$ cat config.mk
export PLATFORM = sky130hd
export DESIGN_NAME = pipeline_sequencer
export DESIGN_NICKNAME = d
export VERILOG_FILES = /design/src/rtl/pipe_ctrl_pkg.sv /design/src/rtl/load_use_detect.sv /design/src/rtl/pipeline_sequencer.sv
export SDC_FILE = /design/constraint.sdc
export NUM_CORES = 1
export LEC_CHECK = 0
export ABC_AREA = 1
export CAP_MARGIN = 25
export CORE_AREA = 2 2 65 67
export CTS_CLUSTER_DIAMETER = 60
export CTS_CLUSTER_SIZE = 20
export DETAILED_ROUTE_END_ITERATION = 10
export DIE_AREA = 0 0 67 69
export GPL_ROUTABILITY_DRIVEN = 0
export MAX_ROUTING_LAYER = met4
export PLACE_DENSITY_LB_ADDON = 0.12
export SLEW_MARGIN = 20
export SYNTH_ARGS = -nofsm -noshare
export SYNTH_HDL_FRONTEND = slang
export SYNTH_SLANG_ARGS = --single-unit
$ cat constraint.sdc
create_clock -name clk_i -period 3 [get_ports clk_i]
set_clock_uncertainty 0.1 [all_clocks]
set_input_delay 0.6 -clock clk_i [delete_from_list [all_inputs] [get_ports clk_i]]
set_output_delay 0.6 -clock clk_i [all_outputs]
set_load 0.02 [all_outputs]
$ cat src/rtl/pipe_ctrl_pkg.sv
// Shared types and field positions for the pipeline stall/flush sequencer.
// Purely declarative: no logic, no latency, no flow control.
package pipe_ctrl_pkg;

    typedef enum logic [1:0] {
        RUN      = 2'd0,
        MEM_WAIT = 2'd1
    } state_e;

    localparam int RS_HI     = 25;
    localparam int RS_LO     = 21;
    localparam int RT_HI     = 20;
    localparam int RT_LO     = 16;

    localparam int CNT_W_DEF = 16;

endpackage

$ cat src/rtl/load_use_detect.sv
// Flags a load in EX whose destination is a source of the instruction in ID.
// Combinational, zero latency; no flow control of its own.
module load_use_detect
    import pipe_ctrl_pkg::*;
(
    input  logic        idex_memread_i,
    input  logic [4:0]  idex_rt_i,
    input  logic [31:0] ifid_instr_i,
    output logic        lu_o
);

    logic [4:0] w_rs;
    logic [4:0] w_rt;
    logic       w_unused;

    assign w_rs     = ifid_instr_i[RS_HI:RS_LO];
    assign w_rt     = ifid_instr_i[RT_HI:RT_LO];
    assign w_unused = ^{ifid_instr_i[31:26], ifid_instr_i[15:0]};

    // $0 is hardwired to zero, so a load targeting it can never create a hazard.
    assign lu_o = idex_memread_i && (idex_rt_i != 5'd0) &&
                  ((idex_rt_i == w_rs) || (idex_rt_i == w_rt));

endmodule

$ cat src/rtl/pipeline_sequencer.sv
// Prioritised stall/flush/bubble control for the 5-stage pipeline; enables are combinational (0-cycle).
// Memory wait freezes every stage; load-use holds PC and IF/ID for one cycle; redirects flush IF/ID.
module pipeline_sequencer
    import pipe_ctrl_pkg::*;
#(
    parameter int MEM_TIMEOUT = 64,
    parameter int CNT_W       = CNT_W_DEF
)(
    input  logic             clk_i,
    input  logic             rst_i,
    input  logic             idex_memread_i,
    input  logic [4:0]       idex_rt_i,
    input  logic [31:0]      ifid_instr_i,
    input  logic             branch_taken_i,
    input  logic             jump_i,
    input  logic             dmem_req_i,
    input  logic             dmem_ack_i,
    output logic             pc_write_o,
    output logic             ifid_write_o,
    output logic             ifid_flush_o,
    output logic             idex_bubble_o,
    output logic             exmem_write_o,
    output logic             memwb_write_o,
    output logic [CNT_W-1:0] stall_cnt_o,
    output logic             err_o,
    output logic [1:0]       state_o
);

    localparam int                WAIT_W    = $clog2(MEM_TIMEOUT + 1);
    localparam logic [WAIT_W-1:0] WAIT_MAX  = WAIT_W'(MEM_TIMEOUT);
    localparam logic [CNT_W-1:0]  STALL_MAX = '1;

    state_e            r_state;
    state_e            w_state_nxt;
    logic [CNT_W-1:0]  r_stall_cnt;
    logic [WAIT_W-1:0] r_wait_cnt;
    logic [WAIT_W-1:0] w_wait_inc;
    logic              r_err;

    logic w_lu;
    logic w_mem_hold;
    logic w_pc_write;
    logic w_ifid_write;
    logic w_ifid_flush;
    logic w_idex_bubble;
    logic w_exmem_write;
    logic w_memwb_write;

    load_use_detect u_load_use_detect (
        .idex_memread_i (idex_memread_i),
        .idex_rt_i      (idex_rt_i),
        .ifid_instr_i   (ifid_instr_i),
        .lu_o           (w_lu)
    );

    // Once waiting, only the ack matters; the request line is not re-qualified.
    assign w_mem_hold = (r_state == MEM_WAIT) ? !dmem_ack_i
                                              : (dmem_req_i && !dmem_ack_i);
    assign w_wait_inc = r_wait_cnt + 1'b1;

    always_comb begin
        w_pc_write    = 1'b1;
        w_ifid_write  = 1'b1;
        w_ifid_flush  = 1'b0;
        w_idex_bubble = 1'b0;
        w_exmem_write = 1'b1;
        w_memwb_write = 1'b1;
        w_state_nxt   = RUN;
        if (w_mem_hold) begin
            w_pc_write    = 1'b0;
            w_ifid_write  = 1'b0;
            w_exmem_write = 1'b0;
            w_memwb_write = 1'b0;
            w_state_nxt   = MEM_WAIT;
        end else if (w_lu) begin
            w_pc_write    = 1'b0;
            w_ifid_write  = 1'b0;
            w_idex_bubble = 1'b1;
        end else if (branch_taken_i || jump_i) begin
            w_ifid_flush  = 1'b1;
        end
    end

    always_ff @(posedge clk_i) begin
        if (!rst_i) begin
            r_state     <= RUN;
            r_stall_cnt <= '0;
            r_wait_cnt  <= '0;
            r_err       <= 1'b0;
        end else begin
            r_state <= w_state_nxt;
            if (!w_pc_write && (r_stall_cnt != STALL_MAX)) begin
                r_stall_cnt <= r_stall_cnt + 1'b1;
            end
            // The count is held at zero in RUN, so every MEM_WAIT episode starts fresh.
            if (r_state == RUN) begin
                r_wait_cnt <= '0;
            end else if (w_mem_hold && (r_wait_cnt != WAIT_MAX)) begin
                r_wait_cnt <= w_wait_inc;
                if (w_wait_inc == WAIT_MAX) begin
                    r_err <= 1'b1;
                end
            end
        end
    end

    assign pc_write_o    = rst_i && w_pc_write;
    assign ifid_write_o  = rst_i && w_ifid_write;
    assign ifid_flush_o  = rst_i && w_ifid_flush;
    assign idex_bubble_o = rst_i && w_idex_bubble;
    assign exmem_write_o = rst_i && w_exmem_write;
    assign memwb_write_o = rst_i && w_memwb_write;
    assign stall_cnt_o   = rst_i ? r_stall_cnt : '0;
    assign err_o         = rst_i && r_err;
    assign state_o       = rst_i ? r_state : 2'b00;

endmodule
# Yosys cells after proc, flatten, opt, wreduce, memory -nomap -nowiden

Cells that the tools add are included.

$add $sub $neg: 2
Eq/ne operators: 6
Muxes and demuxes: 12
Bitwise gates (word level): 2
Reduce and logical (&&, ||, !) cells: 18

Operators with widths:

| operator                                      | count |
|---|---|
| adder 16 x 1 -> 16 bit, second input constant | 1 |
| 2-to-1 mux 16 bit                             | 1 |
| != test 16 bit, second input constant         | 1 |
| == test 5 bit                                 | 2 |
| logical AND 1 bit                             | 10 |
| 2-to-1 mux 1 bit                              | 10 |
| adder 7 x 1 -> 7 bit, second input constant   | 1 |
| == test 7 bit, second input constant          | 1 |
| != test 7 bit, second input constant          | 1 |
| nonzero test 5 bit                            | 1 |
| AND reduction 3 bit                           | 1 |
| == test 2 x 1 -> 1 bit, second input constant | 1 |
| logical NOT 1 bit                             | 2 |
| logical NOT 2 bit                             | 1 |
| logical OR 1 bit                              | 2 |
| 2-to-1 mux 2 bit                              | 1 |
| NOT 1 bit                                     | 2 |
| OR reduction 2 bit                            | 1 |

Register bits after elaboration: 26
Input port bits: 44
Output and inout bits: 25
Logic and storage cells: 44

# Longest topological paths before layout

Gate-level depths: netlist of run 1.

Depth after elaboration: 7
Mapped depth: 12
Gate-level depth less buffers: 11

# Modules after synthesis

A second synthesis of run 1 with hierarchy kept.

Cell total of the unflattened synthesis: 300
Area total of the unflattened synthesis: 1801.7 um^2

By module, submodules not included:

| module             | instances | cells an instance | area each (um^2) | sequential area each (um^2) |
|---|---|---|---|---|
| pipeline_sequencer | 1         | 255               | 1606.5           | 500.5 |
| load_use_detect    | 1         | 45                | 195.2            | 0.0 |

# Worst setup path before layout of run 1

Ideal clock, no wire load.

Kind: input-to-output
From: input port idex_rt_i[3]
To: output port ifid_flush_o
Data arrival time: 1.740 ns
Required time: 2.300 ns
Slack: 0.560 ns
Cell stages on the path: 8
Buffers on the path: 0
Cell sequence: inv_1 -> nand4_1 -> o21ai_0 -> inv_1 -> nand2_2 -> nand2_4 -> nor2_1 -> o21a_1

Cells in the longest elaborated chain, start to end: 6
Elaborated cells on any way between the ends: 9
Those cells by class: 2 x eq/ne; 2 x mux; 5 x reduce/logical

RTL lines:

| item                                                         | line                                         | RTL |
|---|---|---|
| start, declared                                              | pipeline_sequencer.sv:12                     | `input logic [4:0] idex_rt_i,` |
| == test 5 bit / nonzero test 5 bit (equally long branches)   | load_use_detect.sv:22, load_use_detect.sv:21 |  |
| logical OR 1 bit / logical AND 1 bit (equally long branches) | load_use_detect.sv:22, load_use_detect.sv:21 |  |
| logical AND 1 bit (*)                                        | load_use_detect.sv:21                        | `assign lu_o = idex_memread_i && (idex_rt_i != 5'd0) &&` |
| 2-to-1 mux 1 bit (*)                                         | pipeline_sequencer.sv:75                     | `end else if (w_lu) begin` |
| 2-to-1 mux 1 bit (*)                                         | pipeline_sequencer.sv:69                     | `if (w_mem_hold) begin` |
| logical AND 1 bit (*)                                        | pipeline_sequencer.sv:109                    | `assign ifid_flush_o = rst_i && w_ifid_flush;` |
| end, declared                                                | pipeline_sequencer.sv:20                     | `output logic ifid_flush_o,` |

Mark *: on every way between the ends. The rest lies on a longest branch, timed or not.

# Final worst setup path of run 1

From: input port rst_i
To: output port stall_cnt_o[13]

Cells in the longest elaborated chain, start to end: 1

RTL lines:

| item              | line                      | RTL |
|---|---|---|
| start, declared   | pipeline_sequencer.sv:10  | `input logic rst_i,` |
| 2-to-1 mux 16 bit | pipeline_sequencer.sv:113 | `assign stall_cnt_o = rst_i ? r_stall_cnt : '0;` |
| end, declared     | pipeline_sequencer.sv:24  | `output logic [CNT_W-1:0] stall_cnt_o,` |

No other way between the ends.

==> results of run 1 <==
## sequential cells by signal, indices dropped and copies added (netlist names)
register and cells:
r_wait_cnt 7, r_stall_cnt 16, r_state 1, r_err 1
## cell type report
class,instances,area (um2)
Tap cell,50,62.6
Clock inverter,1,7.51
Sequential cell,25,500
Multi-Input combinational cell,199,952
Clock buffer,3,41.3
Fill cell,410,1650
Timing Repair Buffer,52,498
Inverter,54,203
## cell usage in the layout, fill, tap and decap left out, types with 2 or more instances in the layout
master           instances
nor3_1                   5
inv_1                   51
inv_2                    2
nor2_1                  38
dfxtp_1                 25
dlygate4sd2_1            3
o21ai_0                  7
nor2_4                   2
clkbuf_8                 3
a21oi_1                 22
clkdlybuf4s50_1         41
nand4_1                  4
nand3_1                 24
xnor2_1                  3
buf_4                    6
xor2_1                   3
ha_1                     3
nand2_1                 78
nor2_2                   2
## how the worst min path moves through the flow
stage,cells after the start,end,slack [ns]
final,2,r_err,0.36
after detailed placement,2,r_err,0.35
after global placement,2,r_err,0.34
after floorplan,2,r_err,0.32
after CTS,2,r_err,0.37
after global routing,2,r_err,0.39
## critical path, stage by stage
cell,delay (ns)
clkdlybuf4s50_1,0.55
buf_6,0.25
nand2_1,0.09
inv_1,0.06
clkdlybuf4s50_1,0.59
## layer usage
layer | up-vias | global-route usage | routed length, um | part of all wire
met4 | 0 | 0.0408 | 20 | 0.0058
met5 | - | - | 0 | 0
met1 | 736 | 0.191 | 1610 | 0.46
met3 | 2 | 0.0343 | 123 | 0.035
li1 | 971 | - | - | -
met2 | 31 | 0.293 | 1730 | 0.50
## metrics by stage
stage	cell area (um2)	worst slack (ns)	hold slack, ns	cells
after floorplan	1720	0.560	0.317	288
after global placement	2220	-0.247	0.344	380
after detailed placement	2220	-0.268	0.352	380
after CTS	2260	0.0213	0.375	384
after global routing	2260	0.0214	0.393	384
final	2260	0.157	0.365	384
## power groups by stage
stage               clock network, mW  registers (mW)  logic, mW
finish                          0.212           0.341      0.129
global placement                    0           0.348      0.130
detailed placement                  0           0.348      0.131
CTS                             0.217           0.341      0.129
floorplan                           0           0.347     0.0796
global route                    0.235           0.342      0.144
## cell families (layout without fill, tap and decap cells)
family,count (synthesis),count (layout)
simple gates,158,158
buf+inv,64,110
compound gates,31,31
flops,25,25
xor+xnor,6,6
fa+ha+maj,3,3
other cells,1,1
## timing repair
action | in CTS | in global routing
pin swaps | 0 | 0
endpoints found under the hold margin | 0 | 0
setup endpoints to repair | 4 | 6
resized for setup | 4 | 4
hold buffers | 0 | 0
==> results.cfg, run 1 <==
[placement]
port_buffers = 45
dp_hpwl_mm = 2.73

[setup_path]
r2r-start = r_stall_cnt[0]
cp-endpoint = stall_cnt_o[13]
end_kind = output port
r2r_slack_ns = 1.33
worstPathArrival_ns = 2.14
r2r_end = r_stall_cnt[8]
worst_setup_path_start_kind = primary input
crit_start = rst_i
worstSetupPathType = primary input to output port
cp.required_ns = 2.30
crit_fanout = 29
r2r_cells = 9

[pwr]
combPwrFrac = 0.189
intPower_uw = 492
switching_power_uw = 189
p_total_uw = 681
ir_drop_v = 0.000161
swShare = 0.278
pwr-share-clk = 0.311
leakage_nw = 1.15
pwr-share-seq = 0.500
p_per_area_nw_per_um2 = 301

[outcome]
run_status = finished, final reports clean

[yosys]
ys_types = 29
ys.flop_type = dfxtp_1
yosys_warnings = 0
syn_inst = 288
synthSimpleGateAreaFrac = 0.404
synthMostInstantiatedCell = nand2_1
async_reset_ff_frac = 0
synth_top_family_by_area = simple AND/OR/NAND/NOR gates
synth_top_cell_by_area = dfxtp_1
synth-seq-area-share = 0.291
synth_area_per_cell_um2 = 5.98
synth_compound_area_frac = 0.0930
synth.area.top_cells = dfxtp_1, nand2_1, inv_1, nor2_1, nand3_1
synthesis.area_um2 = 1720
synthAdderAreaFrac = 0.0218
synth_common_cells = nand2_1, inv_1, nor2_1, dfxtp_1, nand3_1
synth_top_area_share = 0.291
synth_edf_count = 0
synth-seq-cells = 25
synth_xor_area_frac = 0.0305
muxShareOfSynthArea = 0
synth_nets = 335

[cts]
clock_path_buffers = 2
clk_pin_slew_worst_paths_ns = 0.10
cts_buffers = 3
clkLatencyLatePin_ns = 0.27
post_cts_buffers = 0
cts_tree = built
clock_sink_count = 25
htreeDepth = 1
clock-root-buffer = clkbuf_8

[global_route]
track_usage = 0.167
antenna_found_initial = 0
grt_max_degree = 33
gr-total-overflow = 0
grt_pass1_vias = 1577
grt_pass1_wl_mm = 6.17

[routing]
wl_mm = 3.48
dr_total_vias = 1740
drtAntennaViolNets = 0
via_per_inst = 4.53
drc = 0
drt_pass1_iterations = 4
avgRoutedWirePerCell_um = 9.05
drtIter0Drc = 105

[floorplanning]
boundaryPins = 69
dieHeight_um = 69
start_util = 0.440
die_area_um2 = 4620
dieWidth_um = 67
row_count = 23
core_um2 = 3910

[timing]
hold_viol = 0
fin_crit_sh = 0.948
setup_viol = 0
fmax_mhz = 352
rsz0062_at_grt = no
drv_slew = 0
setup_tns_ns = 0
fin_crit_ns = 2.84

[worst_hold_path]
min_from = r_err
hp-class = flip-flop to flip-flop

[final_layout]
drive_gt1_frac = 0.0659
diodes = 0
num-nets-final = 382
syn_to_final_growth_pct = 31.5
fin_util = 0.579

[flow_run]
maxCapViolCount = 0
(Power assumes the default switching activity.)
==> run 2: changes to the inputs <==
REMOVE_ABC_BUFFERS = 1   (was default)
==> run 2 against run 1 <==
Effect of this change:
- hold slack got worse by 0.019 ns
- via count grew 2.5%
- register-to-register slack lost 0.02 ns
- sequential share of layout area barely moved
- clock-buffer cell count stayed put
- critical path type unchanged
==> results.cfg, run 2 (synthesis results as in run 1) <==
[final_layout]
fin_cells = 385
final_cell_mix = nand2_1, inv_1, clkdlybuf4s50_1
drive_gt1_frac = 0.0687
layout_commonest_cell = nand2_1
largestRegisters = r_stall_cnt: 16 flops, r_wait_cnt: 7 flops
final_cell_area_um2 = 2270
num-nets-final = 383
largest_register_ff_count = 16
diodes = 0
fillers = 432
fin_util = 0.579
syn_to_final_growth_pct = 31.6
top_register = r_stall_cnt

[timing]
fin_crit_ns = 2.85
rsz0062_at_grt = yes
fin_crit_sh = 0.951
final.setup.worst_slack_ns = 0.147
setup_viol = 0
fmax_mhz = 350
drv_slew = 0
hold_viol = 0

[cts]
clock_sink_count = 25
ctsHoldBuffers = 0
cts_tree = built
clock-root-buffer = clkbuf_8
clock_path_buffers = 2
clkLatencyLatePin_ns = 0.27
htreeDepth = 1
clk_pin_slew_worst_paths_ns = 0.08
cts_buffers = 3

[routing]
drc = 0
wl_mm = 3.51
avgRoutedWirePerCell_um = 9.13
via_per_inst = 4.63
drtIter0Drc = 80
dr_total_vias = 1783
drtAntennaViolNets = 0
drt_pass1_iterations = 4

[pwr]
pwr-share-clk = 0.299
ir_drop_v = 0.000198
swShare = 0.270
leakage_nw = 1.16
intPower_uw = 491
p_per_area_nw_per_um2 = 297
pwr-share-seq = 0.506
combPwrFrac = 0.195
switching_power_uw = 182

[placement]
post-place-ws_ns = -0.249
placed_area_um2 = 2230
port_buffers = 45
dp_hpwl_mm = 2.73
dp_cells = 381

[setup_path]
crit_fanout = 4
worstPathArrival_ns = 2.15
cp.required_ns = 2.30
worstSetupPathType = primary input to output port
worst_setup_path_start_kind = primary input
end_kind = output port

[global_route]
grt_max_degree = 33
grt_pass1_vias = 1565
antenna_found_initial = 0
gr-total-overflow = 0
track_usage = 0.168
grt_pass1_wl_mm = 6.29

[flow_run]
maxCapViolCount = 0

[floorplanning]
row_count = 23
core_um2 = 3910
boundaryPins = 69
dieHeight_um = 69
dieWidth_um = 67
start_util = 0.440
die_area_um2 = 4620

[outcome]
run_status = finished, final reports clean

[worst_hold_path]
hp-class = flip-flop to flip-flop
## run 2: per-stage QoR
stage	setup TNS (ns)	power [mW]	hold slack [ns]
final	0	0.673	0.345
after global routing	-0.0174	0.711	0.404
after CTS	0	0.684	0.353
after detailed placement	-0.768	0.482	0.330
after global placement	-0.704	0.480	0.329
after floorplan	0	0.411	0.317
## run 2: final cells by class
| class | instances | area (um2) | share of cell area |
|---|---|---|---|
| Multi-Input combinational cell | 199 | 952 | 0.420 |
| Timing Repair Buffer | 53 | 502 | 0.221 |
| Sequential cell | 25 | 500 | 0.221 |
| Inverter | 54 | 203 | 0.0895 |
| Tap cell | 50 | 62.6 | 0.0276 |
| Clock buffer | 3 | 41.3 | 0.0182 |
| Clock inverter | 1 | 5.00 | 0.00221 |
## run 2: power groups by stage
| stage | clock (mW) | combinational, mW | sequential [mW] |
|---|---|---|---|
| after detailed placement | 0 | 0.134 | 0.348 |
| after global routing | 0.223 | 0.146 | 0.342 |
| after global placement | 0 | 0.132 | 0.348 |
| after CTS | 0.212 | 0.132 | 0.340 |
| final | 0.201 | 0.131 | 0.340 |
| after floorplan | 0 | 0.0633 | 0.347 |
## run 2: layer usage
metal  global-route usage  part of all wire  vias to the layer above
met3               0.0343             0.040                        2
met4               0.0295            0.0068                        0
met5                    -                 0                        -
li1                     -                 -                      969
met1                0.208              0.46                      779
met2                0.283              0.49                       33
## run 2: worst max-delay path: stages
cell	delay (ns)
clkdlybuf4s50_1	0.55
inv_2	0.04
nand2_1	0.05
nand2_1	0.05
nor2_1	0.10
nand3_1	0.08
nand2_1	0.08
nand2_2	0.07
nand2_4	0.06
nor2_2	0.04
buf_4	0.13
dlygate4sd2_1	0.31
## run 2: final timing paths
kind | to | startpoint | slack [ns] | cells after the start
setup / recovery | ifid_write_o | idex_rt_i[4] | 0.15 | 12
hold / removal | r_err | r_err | 0.35 | 2
setup reg to reg | r_stall_cnt[8] | r_stall_cnt[0] | 1.31 | 9
hold reg to reg | r_err | r_err | 0.35 | 2
## run 2: what timing repair did
item	CTS	global route
endpoints found under the setup margin	4	3
gates resized for setup	4	3
setup buffers	0	0
endpoints found under the hold margin	0	0
==> run 3: changes to the inputs <==
CORE_AREA = 2 2 64 66   (was 2 2 65 67)
DIE_AREA = 0 0 66 68   (was 0 0 67 69)
SETUP_SLACK_MARGIN = 0.15   (was default)
==> run 3 against run 2 <==
Effect of this change:
- register-to-register slack is essentially flat
- largest power group unchanged
- non-clock buffer count down 2
- highest routed layer unchanged
- critical path type unchanged
- design area grew 0.99%
==> results.cfg, run 3 (synthesis results as in run 1) <==
[pwr]
ir_drop_v = 0.000147
combPwrFrac = 0.191
p_per_area_nw_per_um2 = 295
swShare = 0.271
intPower_uw = 492
pwr-share-clk = 0.304
switching_power_uw = 183
p_total_uw = 675
leakage_nw = 1.26
pwr-share-seq = 0.504

[routing]
drtIter0Drc = 62
wl_mm = 3.44
drt_pass1_iterations = 5
drtAntennaViolNets = 0
drc = 0
via_per_inst = 4.60
avgRoutedWirePerCell_um = 8.97
dr_total_vias = 1760

[final_layout]
fin_util = 0.593
largest_register_ff_count = 16
final_cell_mix = nand2_1, inv_1, nor2_1
diodes = 0
drive_gt1_frac = 0.0751
layout_commonest_cell = nand2_1
largestRegisters = r_stall_cnt: 16 flops, r_wait_cnt: 7 flops
fillers = 393
syn_to_final_growth_pct = 32.9
fin_cells = 383
num-nets-final = 381
top_register = r_stall_cnt

[global_route]
antenna_found_initial = 0
grt_max_degree = 35
grt_pass1_wl_mm = 5.86
track_usage = 0.168
met3_usage = 0.0444
grt_pass1_vias = 1424
top_usage_layer = met2
grt_use_met1 = 0.196
grtUsageMet2 = 0.289
gr-total-overflow = 0

[setup_path]
cp.required_ns = 2.30
r2r-start = r_stall_cnt[0]
crit_fanout = 34
worst-path-buf-inv = 4
end_kind = output port
cpMostUsedCell = clkdlybuf4s50_1
worstSetupPathType = primary input to output port
crit_path_top_delay_cell = clkdlybuf4s50_1
r2r_cells = 9
r2r_end = r_stall_cnt[8]
r2r_slack_ns = 1.32
critPathMaxStageDelay_ns = 0.59
worst_setup_path_start_kind = primary input
crit_chain = clkdlybuf4s50_1, buf_12, nand2_1, inv_1, clkdlybuf4s50_1
worstPathArrival_ns = 2.09
crit_family = buffers and inverters

[cts]
clkLatencyLatePin_ns = 0.27
cts_tree = built
htreeDepth = 1
clock_path_buffers = 2
cts_buffers = 3
clock_sink_count = 25
clk_pin_slew_worst_paths_ns = 0.09
post_cts_buffers = 0
clock-root-buffer = clkbuf_8

[worst_hold_path]
holdPathStages = 2
hold-path-endpoint = r_err
min_from = r_err
hp-class = flip-flop to flip-flop

[outcome]
run_status = finished, final reports clean

[timing]
fin_crit_ns = 2.79
drv_slew = 0
setup_tns_ns = 0
final.setup.worst_slack_ns = 0.213
hold_viol = 0
fin_crit_sh = 0.929
setup_viol = 0
rsz0062_at_grt = no
fmax_mhz = 359

[floorplanning]
die_area_um2 = 4490
core_um2 = 3860
row_count = 23
start_util = 0.446
dieHeight_um = 68
dieWidth_um = 66
boundaryPins = 69

[placement]
post-place-ws_ns = -0.193
dp_hpwl_mm = 2.67
port_buffers = 45
dp_cells = 379

[flow_run]
maxCapViolCount = 0
[run 3: power by group through the flow]
stage / registers (mW) / logic, mW / clock network, mW
2_1_floorplan: 0.347 / 0.0633 / 0
3_3_place_gp: 0.348 / 0.132 / 0
3_5_place_dp: 0.348 / 0.133 / 0
4_1_cts: 0.341 / 0.132 / 0.215
5_1_grt: 0.341 / 0.145 / 0.229
6_report: 0.341 / 0.129 / 0.205
[run 3: metrics by stage]
step | instance area, um2 | hold WS, ns
2_1_floorplan | 1650 | 0.317
3_3_place_gp | 2220 | 0.329
3_5_place_dp | 2220 | 0.337
4_1_cts | 2270 | 0.364
5_1_grt | 2290 | 0.382
6_report | 2290 | 0.357
[run 3: layout make-up]
| type | instances | area, um2 | area share |
|---|---|---|---|
| clock buffer | 3 | 41.3 | 0.0180 |
| clock inverter | 1 | 7.51 | 0.00328 |
| inverter | 54 | 203 | 0.0886 |
| multi-input combinational | 199 | 952 | 0.416 |
| sequential | 25 | 500 | 0.219 |
| tap | 50 | 62.6 | 0.0273 |
| timing repair buffer | 51 | 522 | 0.228 |
[run 3: how the worst max path moves through the flow]
stage | start | endpoint | slack [ns] | depth (start not counted)
after CTS | idex_rt_i[0] | ifid_flush_o | 0.08 | 11
after global routing | rst_i | stall_cnt_o[8] | 0.15 | 5
after floorplan | idex_rt_i[3] | ifid_flush_o | 0.19 | 8
after global placement | idex_rt_i[0] | ifid_flush_o | -0.19 | 11
after detailed placement | idex_rt_i[0] | ifid_flush_o | -0.19 | 11
final | rst_i | stall_cnt_o[9] | 0.21 | 5
[run 3: worst reg2reg max path: stages (launching register included)]
cell,delay (ns)
dfxtp_1,0.36
ha_1,0.22
nand2_1,0.13
nor2_4,0.08
nand4_2,0.09
clkinv_1,0.16
nor3_1,0.23
nand3_1,0.11
nand2_1,0.07
nor2_1,0.03
[run 3: timing repair]
| action | CTS | global route |
|---|---|---|
| gates cloned | 0 | 0 |
| endpoints found under the setup margin | 5 | 9 |
| pin swaps | 0 | 0 |
| gates resized for setup | 9 | 17 |
| hold buffers | 0 | 0 |
[run 3: per-layer routing]
metal  vias up  wire length, um  part of all wire
li1        976                -                 -
met4         0               31            0.0090
met2        32             1630              0.47
met3         4              150             0.044
met5         -                0                 0
met1       748             1630              0.47
